`src/rtl/rcosc_reset_seq.sv`:
```
// rcosc_reset_seq: power-on / lock-loss reset sequencer on the RC oscillator clock.
// Synchronises PLL_LOCK and EXT_RSTN, qualifies the lock with a filter, holds all
// resets for a fixed time, then releases STAGES reset domains in order with a fixed gap.
// Optional build macro: RSTSEQ_WDOG_EN adds a WAIT_LOCK watchdog driving LOCK_TIMEOUT.
module rcosc_reset_seq #(
  parameter int SYNC_DEPTH  = 2,
  parameter int LOCK_FILT   = 8,
  parameter int HOLD_CYCLES = 1024,
  parameter int STAGES      = 3,
  parameter int STAGE_GAP   = 16,
  parameter int WDOG_CYCLES = 2**20
) (
  input  logic              CLK,
  input  logic              RESETN,
  input  logic              PLL_LOCK,
  input  logic              EXT_RSTN,
  output logic [STAGES-1:0] RSTN_OUT,
  output logic              READY,
  output logic [7:0]        LOCK_LOST_CNT,
  output logic [1:0]        STATE,
  output logic              LOCK_TIMEOUT
);

  typedef enum logic [1:0] {
    ST_WAIT_LOCK = 2'd0,
    ST_HOLD      = 2'd1,
    ST_RELEASE   = 2'd2,
    ST_RUN       = 2'd3
  } state_t;

  localparam int FILT_W  = $clog2(LOCK_FILT) + 1;
  localparam int HOLD_W  = $clog2(HOLD_CYCLES) + 1;
  localparam int GAP_MAX = (STAGES - 1) * STAGE_GAP;
  localparam int GAP_W   = $clog2(GAP_MAX) + 1;

  localparam logic [FILT_W-1:0] FILT_LAST = FILT_W'(LOCK_FILT - 1);
  localparam logic [HOLD_W-1:0] HOLD_LAST = HOLD_W'(HOLD_CYCLES - 1);
  localparam logic [GAP_W-1:0]  GAP_LAST  = GAP_W'(GAP_MAX);

  logic [SYNC_DEPTH-1:0] r_lock_sync;
  logic [SYNC_DEPTH-1:0] r_ext_sync;
  logic                  w_lock_s;
  logic                  w_ext_s;
  logic                  w_abort;

  state_t                r_state;
  logic [FILT_W-1:0]     r_filt_cnt;
  logic [HOLD_W-1:0]     r_hold_cnt;
  logic [GAP_W-1:0]      r_gap_cnt;
  logic [STAGES-1:0]     r_rstn;
  logic                  r_ready;
  logic [7:0]            r_lost_cnt;

  assign w_lock_s = r_lock_sync[SYNC_DEPTH-1];
  assign w_ext_s  = r_ext_sync[SYNC_DEPTH-1];
  // Either input dropping (ext_s low means the button is pressed) restarts the sequence.
  assign w_abort  = !(w_lock_s && w_ext_s);

  // Input synchronisers; cleared to 0 so both inputs read as "reset asserted" after RESETN.
  always_ff @(posedge CLK or negedge RESETN) begin
    if (!RESETN) begin
      r_lock_sync <= '0;
      r_ext_sync  <= '0;
    end else begin
      r_lock_sync <= {r_lock_sync[SYNC_DEPTH-2:0], PLL_LOCK};
      r_ext_sync  <= {r_ext_sync[SYNC_DEPTH-2:0], EXT_RSTN};
    end
  end

  // Sequencer FSM with registered reset outputs, READY and the lock-loss counter.
  always_ff @(posedge CLK or negedge RESETN) begin
    if (!RESETN) begin
      r_state    <= ST_WAIT_LOCK;
      r_filt_cnt <= '0;
      r_hold_cnt <= '0;
      r_gap_cnt  <= '0;
      r_rstn     <= '0;
      r_ready    <= 1'b0;
      r_lost_cnt <= '0;
    end else if (w_abort) begin
      r_state    <= ST_WAIT_LOCK;
      r_filt_cnt <= '0;
      r_hold_cnt <= '0;
      r_gap_cnt  <= '0;
      r_rstn     <= '0;
      r_ready    <= 1'b0;
      // Only a loss of an already-qualified lock counts; a button press alone never does.
      if (r_state != ST_WAIT_LOCK && !w_lock_s && r_lost_cnt != 8'hFF)
        r_lost_cnt <= r_lost_cnt + 8'd1;
    end else begin
      case (r_state)
        ST_WAIT_LOCK: begin
          if (r_filt_cnt == FILT_LAST) begin
            r_state    <= ST_HOLD;
            r_filt_cnt <= '0;
          end else begin
            r_filt_cnt <= r_filt_cnt + 1'b1;
          end
        end
        ST_HOLD: begin
          if (r_hold_cnt == HOLD_LAST) begin
            r_state    <= ST_RELEASE;
            r_hold_cnt <= '0;
          end else begin
            r_hold_cnt <= r_hold_cnt + 1'b1;
          end
        end
        ST_RELEASE: begin
          // Bit i goes high when the gap counter reaches i*STAGE_GAP and then stays high.
          for (int i = 0; i < STAGES; i++) begin
            if (r_gap_cnt == GAP_W'(i * STAGE_GAP))
              r_rstn[i] <= 1'b1;
          end
          if (r_gap_cnt == GAP_LAST) begin
            r_state   <= ST_RUN;
            r_ready   <= 1'b1;
            r_gap_cnt <= '0;
          end else begin
            r_gap_cnt <= r_gap_cnt + 1'b1;
          end
        end
        ST_RUN: begin
          r_state <= ST_RUN;
        end
        default: begin
          r_state <= ST_WAIT_LOCK;
        end
      endcase
    end
  end

`ifdef RSTSEQ_WDOG_EN
  localparam int WD_W = $clog2(WDOG_CYCLES) + 1;
  localparam logic [WD_W-1:0] WD_MAX  = WD_W'(WDOG_CYCLES);
  localparam logic [WD_W-1:0] WD_LAST = WD_W'(WDOG_CYCLES - 1);

  logic [WD_W-1:0] r_wd_cnt;
  logic            r_lock_timeout;

  // Diagnostic watchdog: sticky flag once WAIT_LOCK lasts WDOG_CYCLES cycles.
  always_ff @(posedge CLK or negedge RESETN) begin
    if (!RESETN) begin
      r_wd_cnt       <= '0;
      r_lock_timeout <= 1'b0;
    end else if (r_state == ST_WAIT_LOCK) begin
      if (r_wd_cnt != WD_MAX)
        r_wd_cnt <= r_wd_cnt + 1'b1;
      if (r_wd_cnt == WD_LAST)
        r_lock_timeout <= 1'b1;
    end else begin
      r_wd_cnt <= '0;
    end
  end

  assign LOCK_TIMEOUT = r_lock_timeout;
`else
  // No watchdog built in; the flag is a constant 0 whatever WDOG_CYCLES is.
  assign LOCK_TIMEOUT = 1'b0 & (WDOG_CYCLES > 0);
`endif

  assign RSTN_OUT      = r_rstn;
  assign READY         = r_ready;
  assign LOCK_LOST_CNT = r_lost_cnt;
  assign STATE         = r_state;

endmodule

```
`config.mk`:
```
export PLATFORM = sky130hd
export DESIGN_NAME = rcosc_reset_seq
export DESIGN_NICKNAME = d
export VERILOG_FILES = /design/src/rtl/rcosc_reset_seq.sv
export SDC_FILE = /design/constraint.sdc
export NUM_CORES = 1
export LEC_CHECK = 0
export CAP_MARGIN = 10
export CORE_UTILIZATION = 32
export CTS_CLUSTER_SIZE = 25
export DETAILED_ROUTE_END_ITERATION = 7
export SLEW_MARGIN = 20
export SYNTH_ARGS = -nofsm -noshare
export SYNTH_HDL_FRONTEND = slang
export SYNTH_SLANG_ARGS = --single-unit
```
`constraint.sdc`:
```
create_clock -name CLK -period 2.4 [get_ports CLK]
set_input_delay 0.48 -clock CLK [delete_from_list [all_inputs] [get_ports CLK]]
set_output_delay 0.48 -clock CLK [all_outputs]
set_load 0.02 [all_outputs]
```
==> flow_summary.ini <==
[synth]
yosysWarnings = 0
synth_common_cells = dfrtp_1, nand2_1, nor2_1
ys.flop_type = dfrtp_1
netlist.area_leader.share = 0.526
yosysMostFrequentCell = dfrtp_1
syn_area_um2 = 1810
synth-edff-count = 0
syn_nets = 176
yosysSeqAreaShare = 0.526
synth_area_leaders = dfrtp_1, xnor2_1, nand2_1
synthCells = 167
synth.largest_area_cell = dfrtp_1
synth_seq_cells = 38
synthArstFlopShare = 1.00
synth_cell_type_count = 43
avgSynthCellArea_um2 = 10.8

[worst_setup_path]
slowest_delay_ns = 0.65
cp.buffers_inverters = 1
crit_fanout = 8
cp-start-kind = register
critPathKind = reg2out
path_delay_family = buffers and inverters
worst_path_max_delay_cell = clkdlybuf4s50_1
required_ns = 1.92
crit_chain = clkdlybuf4s50_1
end_kind = primary output
worstPathArrival_ns = 1.41

[finish]
diodes = 0
register_area_um2 = 951
nets = 196
instances_no_fill = 259
fillers = 554
syn_to_final_growth_pct = 17.4
multi_input_area_um2 = 812
post_route_cells_drive_above_1_share = 0.0963
postLayoutCellArea_um2 = 2120

[clock_tree]
cts_hold_buf = 0
ctsResizeCount = 0
root_buffer = clkbuf_8
htreeDepth = 2
cts_setup_buffers = 0
cts_buffer_depth = 2
cts_sinks = 38
clk_pin_slew_ns = 0.07
clock_latency_ns = 0.29
cts_made_buffers = 5
cts_tree = done

[die]
io_pins = 19
die-width_um = 77.2
core_area_um2 = 5470
rows = 27
start_util = 0.331
die_height_um = 77.2
dieArea_um2 = 5960

[drt]
drcViolationCount = 0
wire_per_inst_um = 13.4
vias = 1287
vias_per_cell = 4.97
routed_wl_mm = 3.47
drt_pass1_iterations = 4
drtAntennaViolNets = 0
drt-initial-drc-count = 91

[placed_design]
pre_cts_slack_ns = 0.558
placed_cells = 252
globalplace.congestion = 0.727
dp_hpwl_mm = 2.33
placed_cell_area_um2 = 2040
port_buffers = 17

[global_route]
grt_usage = 0.134
antenna_found_initial = 0
grt_max_degree = 39
grt_pass1_wl_mm = 6.18
overflow = 0
grt_pass1_vias = 1305

[timing]
rsz0062_at_grt = no
worst_pin_slew_ns = 0.833
fin_skew_ns = 0.00631
setup_tns_ns = 0
finalCriticalPeriod_ns = 1.89
fin_ws_ns = 0.508
timing.fmax_mhz = 528
min_period_over_period = 0.789
finalHoldViolations = 0
relSlewSlack = 0.445
slew_violations = 0
setup-violations-final = 0
whs_ns = 0.286

[power_and_ir_drop]
powerDensity_nw_per_um2 = 519
cellLeakagePower_uw = 0.000900
ir_drop_mv = 0.313

[run]
maxCapViolCount = 0

[status]
outcome = finished clean

[min_path]
hold_path.class = in2async
## cell type report
type / instances / share of cell area
inverters: 5 / 0.00884
clock inverters: 2 / 0.00471
clock buffers: 5 / 0.0324
flip-flops and latches: 38 / 0.448
repair buffers: 18 / 0.0813
multi-input cells: 119 / 0.382
well taps: 72 / 0.0424
## sequential cells by signal, indices dropped and copies added (netlist names)
name / cells
RSTN_OUT: 3
LOCK_LOST_CNT: 8
STATE: 2
r_filt_cnt: 4
r_ext_sync: 2
r_lock_sync: 2
r_hold_cnt: 11
r_gap_cnt: 6
## report_power, final
part / switching [uW] / total (uW) / internal, uW
clock: 219 / 414 / 195
combinational: 26.7 / 37.6 / 10.8
sequential: 4.23 / 650 / 646
total: 250 / 1100 / 852
## metrics by stage
| stage | power, uW | utilization |
|---|---|---|
| after floorplan | 678 | - |
| after detailed placement | 702 | 0.374 |
| after CTS | 1120 | 0.388 |
| after global routing | 1150 | 0.388 |
| after global placement | 701 | 0.374 |
| final | 1100 | 0.388 |
## final timing paths
check,start,end,slack (ns),depth (start not counted)
worst max register to register,r_gap_cnt[0],r_gap_cnt[2],0.56,6
worst min-delay path,RESETN,r_hold_cnt[7],0.29,1
min in group CLK,r_ext_sync[0],r_ext_sync[1],0.36,0
max in group asynchronous,RESETN,r_hold_cnt[6],1.59,1
worst min register to register,r_ext_sync[0],r_ext_sync[1],0.36,0
worst max-delay path,STATE[1],STATE[1],0.51,1
## metal layers
layer | global-route usage | up-vias | part of all wire | wire [um]
met1 | 0.178 | 624 | 0.49 | 1690
met2 | 0.204 | 17 | 0.46 | 1610
met3 | 0.0369 | 6 | 0.034 | 119
met4 | 0.0566 | 0 | 0.015 | 53
li1 | - | 640 | - | -
met5 | 0 | - | 0 | 0
## layout by cell type (no fill, tap or decap), types with 2 or more instances in the layout
master,count
xor2_1,5
ha_1,5
nand4_1,8
a41oi_1,2
nand2_1,17
nor2_1,12
and3_1,5
nand3_1,8
a311oi_1,2
xnor2_1,8
a21oi_1,5
dfrtp_1,38
a31o_2,2
clkdlybuf4s50_1,16
o21ai_0,6
clkbuf_8,5
clkinv_2,2
mux2_2,3
inv_1,5
nor3_1,4
or3_1,2
nor2b_1,4
## logic make-up (layout without fill, tap and decap cells)
| family | after synthesis | count (layout) | synth area share |
|---|---|---|---|
| XOR/XNOR | 13 | 13 | 0.0629 |
| multiplexers | 3 | 3 | 0.0187 |
| AO/OA/AOI/OAI | 29 | 29 | 0.136 |
| AND/OR/NAND/NOR | 68 | 68 | 0.194 |
| adder cells (fa/ha/maj) | 5 | 5 | 0.0346 |
| flip-flops | 38 | 38 | 0.526 |
| other | 1 | 1 | 0.00207 |
| buffers and inverters | 10 | 30 | 0.0256 |
(Power assumes the default switching activity.)
